[src/rtl/hub_pkg.sv]
// Shared definitions for hub bus initiators: size codes, initiator states and slot count.
package hub_pkg;

  localparam int HUB_SLOTS = 8;

  localparam logic [1:0] SZ_BYTE = 2'b00;
  localparam logic [1:0] SZ_WORD = 2'b01;
  localparam logic [1:0] SZ_LONG = 2'b10;

  typedef enum logic [1:0] {
    IDLE = 2'd0,
    WAIT = 2'd1,
    CAPT = 2'd2
  } hub_state_e;

  function automatic logic [4:0] sat_inc5(input logic [4:0] v);
    return (v == 5'd31) ? v : v + 5'd1;
  endfunction

endpackage

[src/rtl/hub_lane.sv]
// Combinational hub lane logic: byte enables and write-data replication from size/address,
// plus zero-extended extraction of the addressed lane from a read long.
module hub_lane
  import hub_pkg::*;
(
  input  logic [1:0]  size_i,
  input  logic [1:0]  addr_lo_i,
  input  logic [31:0] wdata_i,
  input  logic [31:0] rdata_i,
  output logic [3:0]  wb_o,
  output logic [31:0] d_o,
  output logic [31:0] rdata_o
);

  always_comb begin
    wb_o    = 4'b0000;
    d_o     = '0;
    rdata_o = '0;
    case (size_i)
      SZ_BYTE: begin
        wb_o    = 4'b0001 << addr_lo_i;
        d_o     = {4{wdata_i[7:0]}};
        rdata_o = {24'b0, rdata_i[{addr_lo_i, 3'b000} +: 8]};
      end
      SZ_WORD: begin
        wb_o    = addr_lo_i[1] ? 4'b1100 : 4'b0011;
        d_o     = {2{wdata_i[15:0]}};
        rdata_o = {16'b0, (addr_lo_i[1] ? rdata_i[31:16] : rdata_i[15:0])};
      end
      // SZ_LONG and the unused code 2'b11 both move the full long.
      default: begin
        wb_o    = 4'b1111;
        d_o     = wdata_i;
        rdata_o = rdata_i;
      end
    endcase
  end

endmodule

[src/rtl/hub_client.sv]
// Cog-side hub bus initiator: accept one request, wait for this cog's slot, drive the bus, return read data.
// Optional wait-statistics counter is built when HUB_WAIT_STATS_EN is defined.
module hub_client
  import hub_pkg::*;
#(
  parameter int COG_ID = 0
) (
  input  logic        clk_cog,
  input  logic        res,
  input  logic        ena_bus,
  input  logic [2:0]  hub_slot,
  input  logic        req_valid,
  output logic        req_ready,
  input  logic        req_wr,
  input  logic [1:0]  req_size,
  input  logic [15:0] req_addr,
  input  logic [31:0] req_data,
  output logic        bus_req,
  output logic        bus_w,
  output logic [3:0]  bus_wb,
  output logic [13:0] bus_a,
  output logic [31:0] bus_d,
  input  logic [31:0] bus_q,
  output logic        rsp_valid,
  output logic [31:0] rsp_data,
  output logic [4:0]  wait_cycles
);

  // Handshake: a request transfers on a rising edge where req_valid && req_ready;
  // req_ready is high only in IDLE, so the requester holds req_valid until then.
  localparam logic [2:0] SLOT = 3'(COG_ID % HUB_SLOTS);

  hub_state_e  state_q, state_d;
  logic        bus_req_q, bus_req_d;
  logic        bus_w_q, bus_w_d;
  logic [3:0]  bus_wb_q, bus_wb_d;
  logic [13:0] bus_a_q, bus_a_d;
  logic [31:0] bus_d_q, bus_d_d;
  logic        rsp_valid_q, rsp_valid_d;
  logic [31:0] rsp_data_q, rsp_data_d;
  logic        wr_q, wr_d;
  logic [1:0]  size_q, size_d;
  logic [1:0]  alo_q, alo_d;

  logic        grant;
  logic        accept;
  logic        lane_sel_req;
  logic [1:0]  lane_size;
  logic [1:0]  lane_alo;
  logic [3:0]  lane_wb;
  logic [31:0] lane_d;
  logic [31:0] lane_rdata;

  assign grant  = ena_bus && (hub_slot == SLOT);
  assign accept = (state_q == IDLE) && req_valid;

  // One lane unit serves both directions: live request fields in IDLE, latched fields otherwise.
  assign lane_sel_req = (state_q == IDLE);
  assign lane_size    = lane_sel_req ? req_size : size_q;
  assign lane_alo     = lane_sel_req ? req_addr[1:0] : alo_q;

  hub_lane u_lane (
    .size_i    (lane_size),
    .addr_lo_i (lane_alo),
    .wdata_i   (req_data),
    .rdata_i   (bus_q),
    .wb_o      (lane_wb),
    .d_o       (lane_d),
    .rdata_o   (lane_rdata)
  );

  always_comb begin
    state_d     = state_q;
    bus_req_d   = bus_req_q;
    bus_w_d     = bus_w_q;
    bus_wb_d    = bus_wb_q;
    bus_a_d     = bus_a_q;
    bus_d_d     = bus_d_q;
    rsp_valid_d = 1'b0;
    rsp_data_d  = rsp_data_q;
    wr_d        = wr_q;
    size_d      = size_q;
    alo_d       = alo_q;
    case (state_q)
      IDLE: begin
        if (req_valid) begin
          bus_req_d = 1'b1;
          bus_w_d   = req_wr;
          bus_wb_d  = req_wr ? lane_wb : 4'b0000;
          bus_a_d   = req_addr[15:2];
          bus_d_d   = req_wr ? lane_d : 32'h0;
          wr_d      = req_wr;
          size_d    = req_size;
          alo_d     = req_addr[1:0];
          state_d   = WAIT;
        end
      end
      WAIT: begin
        if (grant) begin
          bus_req_d = 1'b0;
          bus_w_d   = 1'b0;
          state_d   = CAPT;
        end
      end
      // Memory registered bus_q on the grant edge, so it is valid throughout CAPT.
      CAPT: begin
        rsp_valid_d = 1'b1;
        rsp_data_d  = wr_q ? 32'h0 : lane_rdata;
        state_d     = IDLE;
      end
      default: state_d = IDLE;
    endcase
  end

  always_ff @(posedge clk_cog or posedge res) begin
    if (res) begin
      state_q     <= IDLE;
      bus_req_q   <= 1'b0;
      bus_w_q     <= 1'b0;
      bus_wb_q    <= 4'b0000;
      bus_a_q     <= '0;
      bus_d_q     <= '0;
      rsp_valid_q <= 1'b0;
      rsp_data_q  <= '0;
      wr_q        <= 1'b0;
      size_q      <= SZ_BYTE;
      alo_q       <= 2'b00;
    end else begin
      state_q     <= state_d;
      bus_req_q   <= bus_req_d;
      bus_w_q     <= bus_w_d;
      bus_wb_q    <= bus_wb_d;
      bus_a_q     <= bus_a_d;
      bus_d_q     <= bus_d_d;
      rsp_valid_q <= rsp_valid_d;
      rsp_data_q  <= rsp_data_d;
      wr_q        <= wr_d;
      size_q      <= size_d;
      alo_q       <= alo_d;
    end
  end

`ifdef HUB_WAIT_STATS_EN
  logic [4:0] cnt_q, cnt_d;
  logic [4:0] wait_q, wait_d;

  // The grant edge is itself a WAIT clock, so the loaded value includes it.
  always_comb begin
    cnt_d  = cnt_q;
    wait_d = wait_q;
    if (accept) begin
      cnt_d = 5'd0;
    end else if (state_q == WAIT) begin
      cnt_d = sat_inc5(cnt_q);
      if (grant) wait_d = sat_inc5(cnt_q);
    end
  end

  always_ff @(posedge clk_cog or posedge res) begin
    if (res) begin
      cnt_q  <= 5'd0;
      wait_q <= 5'd0;
    end else begin
      cnt_q  <= cnt_d;
      wait_q <= wait_d;
    end
  end

  assign wait_cycles = wait_q;
`else
  assign wait_cycles = 5'd0;
`endif

  assign req_ready = (state_q == IDLE);
  assign bus_req   = bus_req_q;
  assign bus_w     = bus_w_q;
  assign bus_wb    = bus_wb_q;
  assign bus_a     = bus_a_q;
  assign bus_d     = bus_d_q;
  assign rsp_valid = rsp_valid_q;
  assign rsp_data  = rsp_data_q;

endmodule

[config.mk]
export PLATFORM = sky130hd
export DESIGN_NAME = hub_client
export DESIGN_NICKNAME = d
export VERILOG_FILES = /design/src/rtl/hub_pkg.sv /design/src/rtl/hub_lane.sv /design/src/rtl/hub_client.sv
export SDC_FILE = /design/constraint.sdc
export NUM_CORES = 1
export LEC_CHECK = 0
export CORE_MARGIN = 4
export CORE_UTILIZATION = 48
export DETAILED_ROUTE_END_ITERATION = 8
export PLACE_DENSITY_LB_ADDON = 0.15
export SLEW_MARGIN = 20
export SYNTH_ARGS = -nofsm -noshare
export SYNTH_HDL_FRONTEND = slang
export SYNTH_HIERARCHICAL = 1
export SYNTH_SLANG_ARGS = --single-unit
[constraint.sdc]
create_clock -name clk_cog -period 6 [get_ports clk_cog]
set_input_delay 0.9 -clock clk_cog [delete_from_list [all_inputs] [get_ports clk_cog]]
set_output_delay 0.9 -clock clk_cog [all_outputs]
set_load 0.01 [all_outputs]
# Word-level counts from Yosys, hierarchy flattened
# Cells that the tools add are included.
# Widths: inputs -> output; s select.
[word_totals] register_bits=92 word_cells=45 in_bits=90 out_inout_bits=91
[op_classes] n_mux=19 reduce_logical=8 n_eq_ne=5 shifts=2
[ops] op="$pmux 32 s2" count=2
[ops] op="$mux 32" count=2
[ops] op="$shiftx 32x6->8" count=1
[ops] op="$mux 16" count=1
[ops] op="$mux 2" count=4
[ops] op="$mux 4" count=2
[ops] op="$pmux 4 s2" count=1
[ops] op="$eq 2x1->1 const B" count=2
[ops] op="$logic_not 2->1" count=2
[ops] op="$mux 1" count=4
[ops] op="$ne 2x2->1 const B" count=2
[ops] op="$pmux 1 s2" count=2
[ops] op="$pmux 2 s2" count=1
[ops] op="$reduce_and 2->1" count=2
[ops] op="$shl 1x2->4 const A" count=1
[ops] op="$logic_not 3->1" count=1
[ops] op="$reduce_and 3->1" count=1
[ops] op="$eq 2x2->1 const B" count=1
[ops] op="$reduce_bool 2->1" count=1
[ops] op="$logic_and 1x1->1" count=1

# Longest topological paths before layout
# Gate-level depths: netlist (run 1).
[depth] depth_word=5 depth_mapped=9 ltp_nobuf=7

# Cells and area by module
# The synthesis (run 1) kept the hierarchy.
[modules_own_cells] module="hub_client" n_inst=1 cells_each=364 area_each_um2=3779.9 seq_area_each_um2=2302.2
[modules_own_cells] module="hub_lane" n_inst=1 cells_each=127 area_each_um2=991.0 seq_area_each_um2=0.0

# Worst setup path before layout (run 1)
# Ideal clock, no wire load.
[synth_timing] kind="reg-to-reg" from="reg state_q[1]" to="reg rsp_data_q[0], in the netlist rsp_data[0]" slack_ps=3846 arrival_ps=2021 path_stages_with_launch=9 required_ps=5867 setup_time_ps=133 n_path_buf=1 period_less_slack_ps=2154 path_cell_list="dfrtp_1 nor2_1 mux2_2 buf_6 nor2b_4 nor3_4 a221o_1 nand2b_1 o21ai_0"
[synth_between] elab_chain_len=5 word_cells_on_any_way=10 classes_between="eq/ne (2); shift (1); mux (5); reduce/logical (2)"
[synth_lines] element="from (decl)" line="hub_client.sv:33" text="hub_state_e state_q, state_d;"
[synth_lines] element="from (signal assigned)" line="hub_client.sv:129" text="state_q <= state_d;"
[synth_lines] element="$logic_not 2->1 *"
[synth_lines] element="via req_ready" line="hub_client.sv:13" text="output logic req_ready,"
[synth_lines] element="$mux 2 *" line="hub_client.sv:59" text="assign lane_size = lane_sel_req ? req_size : size_q;"
[synth_lines] element="via lane_size[0]" line="hub_client.sv:48" text="logic [1:0] lane_size;"
[synth_lines] element="$eq 2x1->1 / $logic_not 2->1 (equally long branches)" line="hub_lane.sv:19" text="case (size_i)"
[synth_lines] element="$pmux 32 s2 *" line="hub_lane.sv:19"
[synth_lines] element="via lane_rdata[0]" line="hub_client.sv:52" text="logic [31:0] lane_rdata;"
[synth_lines] element="$mux 32 *" line="hub_client.sv:108" text="rsp_data_d = wr_q ? 32'h0 : lane_rdata;"
[synth_lines] element="to (signal assigned)" line="hub_client.sv:136" text="rsp_data_q <= rsp_data_d;"
[synth_lines] element="to (decl)" line="hub_client.sv:40" text="logic [31:0] rsp_data_q, rsp_data_d;"
# The timed path passes the listed nets; every way through them passes the cells marked *.
# A chain may end at the register's enable or synchronous reset.

# Worst setup path in the final report (run 1)
[layout_timing] from="in req_size[1]" to="reg rsp_data_q[9], in the netlist rsp_data[9]"
[layout_between] elab_chain_len=4 word_cells_on_any_way=5 classes_between="eq/ne (1); mux (3); reduce/logical (1)"
[layout_lines] element="from (decl)" line="hub_client.sv:15" text="input logic [1:0] req_size,"
[layout_lines] element="$mux 2 *" line="hub_client.sv:59"
[layout_lines] element="via lane_size[1]" line="hub_client.sv:48"
[layout_lines] element="$eq 2x1->1 / $logic_not 2->1 (equally long branches)" line="hub_lane.sv:19"
[layout_lines] element="$pmux 32 s2 *" line="hub_lane.sv:19"
[layout_lines] element="via lane_rdata[9]" line="hub_client.sv:52"
[layout_lines] element="$mux 32 *" line="hub_client.sv:108"
# Marks and branches as above.

==> reports/qor.csv, run 1 <==
metric,value,unit
most frequent cells in the layout,"175 x clkdlybuf4s50_1, 115 x nand2_1, 92 x dfrtp_1",
GPL Wtd Cong,0.869,
Register Area,2300,µm²
Tmin final,2.97,ns
"Area growth, synth to finish",41.5,%
synthesis-stage register bit count,92,
Hold Startpoint,rsp_data[23],
Multi-input gate area,2200,µm²
DP Area,6450,µm²
DIE HEIGHT,108,µm
ANT cells,0,
routed len/inst,16.7,µm
CTS tree,built,
ys async rst share,100,%
Post-Syn Area,4770,µm²
# Max-Cap Violations,0,
worst slew pin tran,1.02,ns
Root Buffer,clkbuf_8,
num rows,36,
Worst EP required,6.23,ns
final cycle utilization of the critical path,49.4,%
vias in the first global route,3890,
fmax,0.337,GHz
# setup viols final,0,
Final Max Tran Viols,0,
sequential fraction of the synthesis area,48.3,%
DP Wirelength,9410,µm
DR iter-0 viols,109,
Port Buffers,175,
die footprint,11600,µm²
clk buf depth,2,
Ys Warns,6,
nets@finish,725,
TNS Setup,0,ns
Post-CTS Setup Bufs,0,
Routed WL,12900,µm
post-route cell area,6750,µm²
IO Count,181,
DRC Markers,0,
clock slew at reported path FFs,0.09,ns
RSZ-0062 raised after global routing,false,
Placeable Area,9730,µm²
CTS-repair resized insts,0,
DRT Pass-1 Iters,5,
initial antenna violation count,0,
largest net degree at the start of global routing,94,
leakage,3.00,nW
Worst EP arrival,3.19,ns
# clock sinks,92,
Skew-Pair Late Insertion Delay,0.36,ns
Setup crit start kind,input port,
CTS hold repair buffers,0,
crit-path max FO,56,
final worst setup slack,3.03,ns
Peak supply drop,0.217,mV
gr ovfl total,0,
gr usage total,22.3,%
post-synthesis cell type count,30,
"Avg Cell Area, Syn",9.72,µm²
layout cells sized above 1,9.86,%
total CTS buffers,9,
DR vias/cell,5.13,
WS Path Type,in -> reg,
CTS HTree Levels,3,
Initial Util,49.0,%
Gate Count Post-Synth,491,
post-route ant nets,0,
pre-CTS setup slack,2.69,ns
worst r2r src,state_q[1],
Die X,108,µm
critical path capture point type,flip-flop,
first-pass GRT wire length,20000,µm
"most common cell after layout, fill and taps aside",clkdlybuf4s50_1,
Rel. slew slack,31.9,%
Pwr per Cell Area,386,nW/µm²
Worst Setup SP,req_size[1],
Post-synth EDFFs,0,
via count,3957,
status,"complete, no violations",
Post-synth top flop,dfrtp_1,
Fin. Hold Viols,0,
final-layout fill cell count,791,
clock skew,0.00964,ns
Min-Delay Path Class,reg -> reg,
[synth_stat cells, types with 8 or more instances]
cell	count	area, µm²
a221o_1	8	80.1
a22o_1	16	140
and2_1	16	100
buf_4	15	113
clkbuf_1	25	93.8
dfrtp_1	92	2300
mux2_2	23	259
mux2_4	15	225
mux2i_1	16	160
nand2_1	115	432
nand2b_1	33	206
nor2_1	11	41.3
o21ai_0	75	375
[worst paths after layout]
kind                                end  slack [ns]  cells after the start
setup / recovery            rsp_data[9]        3.03                      7
hold / removal             rsp_data[23]        0.48                      2
setup reg to reg            rsp_data[9]        3.09                      7
hold reg to reg            rsp_data[23]        0.48                      2
max in group asynchronous      alo_q[1]        4.01                      3
min in group asynchronous  rsp_data[20]        0.93                      2
[sequential cells by signal (all words and copies together), names as in the netlist, 2 cells and up]
name,count
alo_q,2
bus_a,14
bus_d,32
bus_wb,4
rsp_data,32
size_q,2
state_q,2
[routing by layer]
layer  up-vias  track usage [%]  share of wire (%)
li1       1921                -                  -
met1      1879             27.4                 41
met2       141             36.3                 48
met3        16             7.86                8.6
met4         0             7.66                2.1
met5         -                0                  0
[metrics by stage]
step	hold slack [ns]	instances	util (%)	total power [mW]
floorplan	0.462	495	-	1.53
global placement	0.461	756	66.3	2.03
detailed placement	0.469	756	66.3	2.06
CTS	0.489	771	69.1	2.62
global route	0.509	772	69.4	2.77
finish	0.483	772	69.4	2.60
[area by class of cell]
class / instances / area share [%]
Multi-Input combinational cell: 350 / 32.6
Clock inverter: 4 / 1.78
Clock buffer: 11 / 2.24
Sequential cell: 92 / 34.1
Tap cell: 133 / 2.46
Inverter: 4 / 0.259
Timing Repair Buffer: 178 / 26.6
[critical path, cell delays in order]
cell and delay (ns):
clkdlybuf4s50_1 0.47, mux2_2 0.82, nor2b_1 0.36, a22o_1 0.28
a22o_1 0.18, nand2b_1 0.07, o21ai_0 0.07
[logic make-up (layout without fill, tap and decap cells)]
logic type,Yosys count,count (layout),share of synthesized area [%]
other cells,1,5,0.0786
buf+inv,53,197,6.11
compound gates,107,107,13.8
flops,92,92,48.3
mux,54,54,13.5
simple gates,184,184,18.2
[power by group]
group / internal [mW] / switching [mW] / total [mW]
sequential: 0.808 / 0.124 / 0.932
clock: 0.340 / 0.218 / 0.557
combinational: 0.632 / 0.482 / 1.11
total: 1.78 / 0.823 / 2.60
Power figures use the tool's default switching activity.
==> run 2: changes to the inputs <==
--- a/config.mk
+++ b/config.mk
@@ -6,7 +6,7 @@
 export NUM_CORES = 1
 export LEC_CHECK = 0
 export CORE_MARGIN = 4
-export CORE_UTILIZATION = 48
+export CORE_UTILIZATION = 45
 export DETAILED_ROUTE_END_ITERATION = 8
 export PLACE_DENSITY_LB_ADDON = 0.15
 export SLEW_MARGIN = 20
==> constraint.sdc (replaced) <==
create_clock -name clk_cog -period 2.9 [get_ports clk_cog]
set_input_delay 0.435 -clock clk_cog [delete_from_list [all_inputs] [get_ports clk_cog]]
set_output_delay 0.435 -clock clk_cog [all_outputs]
set_load 0.01 [all_outputs]
==> run 2 against run 1 <==
First-iteration DRC count is 33% lower. Register-to-register slack got worse by 2.7 ns. Global-route usage decreased by 1.6 points. Highest routed layer unchanged. Clock skew is 0.0028 ns higher. Flip-flop and latch count unchanged. Clock power up 57%. Largest power group unchanged. Wire length decreased by 1.3%. Critical path type is now reg -> reg. Worst setup slack got worse by 2.7 ns.
==> reports/qor.csv, run 2 (synthesized netlist as in run 1, its figures left out) <==
metric,value,unit,change
GPL Wtd Cong,0.837,,-3.7%
Sw Ratio,33.5,%,+1.9 points
CTS-repair resized insts,0,,unchanged
DP Area,6510,µm²,+1.0%
via count,3913,,-1.1%
CTS hold repair buffers,0,,unchanged
num rows,37,,+2.8%
fmax,0.396,GHz,
clock slew at reported path FFs,0.10,ns,about the same
critical path capture point type,flip-flop,,
placed cells,764,,+1.1%
IO Count,181,,unchanged
Peak supply drop,0.375,mV,+73%
"most common cell after layout, fill and taps aside",clkdlybuf4s50_1,,
worst slew pin tran,1.03,ns,+0.00846 ns
DRT Pass-1 Iters,4,,-1
Crit Reg-Reg Endpoint,rsp_data[11],,
leakage,2.98,nW,-0.74%
gr ovfl total,0,,unchanged
post-route ant nets,0,,unchanged
die footprint,12300,µm²,+6.2%
Root Buffer,clkbuf_8,,
layout cells sized above 1,10.6,%,+0.70 points
WS Path Type,reg -> reg,,
fin cells,780,,+1.0%
Tmin final,2.52,ns,
Initial Util,46.2,%,-2.8 points
internal power,3.40,mW,+91%
post-route cell area,6710,µm²,-0.59%
Setup crit start kind,flip-flop,,
Rel. slew slack,31.4,%,-0.56 points
Pwr per Cell Area,762,nW/µm²,+98%
Hold Startpoint,rsp_data[5],,
DIE HEIGHT,111,µm,+3.0%
Placeable Area,10300,µm²,+6.1%
Worst EP required,3.17,ns,-3.06 ns
"Area growth, synth to finish",40.7,%,
crit-path max FO,19,,-66%
worst min-delay path endpoint,rsp_data[5],,
# clock sinks,92,,unchanged
final worst setup slack,0.377,ns,-2.66 ns
DP Wirelength,9390,µm,-0.17%
first-pass GRT wire length,20500,µm,+2.5%
CTS tree,built,,
clk buf depth,2,,unchanged
# Max-Cap Violations,0,,unchanged
gr usage total,20.7,%,-1.6 points
DR iter-0 viols,73,,-33%
largest net degree at the start of global routing,93,,-1.1%
status,"complete, no violations",,
hold depth,2,,unchanged
pre-CTS setup slack,0.420,ns,-2.27 ns
DR vias/cell,5.02,,-2.1%
total CTS buffers,9,,unchanged
cells on worst reg2reg path,7,,unchanged
Final Max Tran Viols,0,,unchanged
final-layout fill cell count,858,,+8.5%
Die X,111,µm,+3.0%
routed len/inst,16.3,µm,-2.3%
Post-CTS Setup Bufs,0,,unchanged
# setup viols final,0,,unchanged
Port Buffers,175,,unchanged
switching power total,1.71,mW,+110%
Fin. Hold Viols,0,,unchanged
clock skew,0.0125,ns,+0.00282 ns
most frequent cells in the layout,"175 x clkdlybuf4s50_1, 115 x nand2_1, 92 x dfrtp_1",,
Logic pwr share,45.2,%,+2.4 points
final cycle utilization of the critical path,87.0,%,
RSZ-0062 raised after global routing,false,,
worst hold-check slack,0.485,ns,+0.00193 ns
Seq pwr share,37.7,%,+1.9 points
ANT cells,0,,unchanged
vias in the first global route,4003,,+2.9%
R2R setup slack,0.38,ns,-2.71 ns
clock network fraction of design power,17.1,%,-4.3 points
Routed WL,12700,µm,-1.3%
worst r2r src,state_q[1],,
Worst EP arrival,2.79,ns,-0.40 ns
Skew-Pair Late Insertion Delay,0.36,ns,about the same
CTS HTree Levels,3,,unchanged
Min-Delay Path Class,reg -> reg,,
DRC Markers,0,,unchanged
nets@finish,729,,+0.55%
TNS Setup,0,ns,unchanged
initial antenna violation count,0,,unchanged
[run 2: worst max-delay path by stage]
stage | startpoint | to | cells past startpoint
floorplan | res | alo_q[0] | 1
global placement | req_size[1] | rsp_data[11] | 7
detailed placement | state_q[1] | rsp_data[14] | 7
CTS | state_q[1] | rsp_data[14] | 7
global route | state_q[1] | rsp_data[8] | 7
finish | state_q[1] | rsp_data[11] | 7
[run 2: through the flow]
stage | util (%) | total power [mW]
detailed placement | 63.1 | 4.30
finish | 65.0 | 5.12
global placement | 63.1 | 4.25
global route | 65.0 | 5.49
CTS | 65.0 | 5.19
floorplan | - | 3.17
[run 2: critical path: stages, from the launching register on]
cell and delay, ns:
dfrtp_1 0.44, nor2_1 0.38, mux2_2 0.55, nor2b_1 0.52
a22o_1 0.21, a22o_1 0.12, nand2b_1 0.06, o21ai_0 0.14
[run 2: power groups by stage]
| stage | Clock [mW] | Sequential, mW | Combinational (mW) |
|---|---|---|---|
| CTS | 0.903 | 1.93 | 2.35 |
| finish | 0.876 | 1.93 | 2.31 |
| global placement | 0 | 1.93 | 2.31 |
| global route | 0.974 | 1.98 | 2.53 |
| floorplan | 0 | 2.07 | 1.10 |
| detailed placement | 0 | 1.95 | 2.34 |
[run 2: cell type report]
| type | instances | area [µm²] | area share [%] |
|---|---|---|---|
| Inverter | 4 | 17.5 | 0.261 |
| Clock inverter | 7 | 73.8 | 1.10 |
| Tap cell | 136 | 170 | 2.54 |
| Sequential cell | 92 | 2300 | 34.3 |
| Multi-Input combinational cell | 350 | 2190 | 32.7 |
| Clock buffer | 9 | 124 | 1.85 |
| Timing Repair Buffer | 182 | 1830 | 27.3 |
[run 2: layer usage]
layer  GRT usage (%)  share of wire [%]  routed length (µm)
met5               0                  0                   0
met4            5.01               0.59                  75
met3            8.52                8.4                1070
met2            33.7                 49                6260
met1            25.7                 42                5330
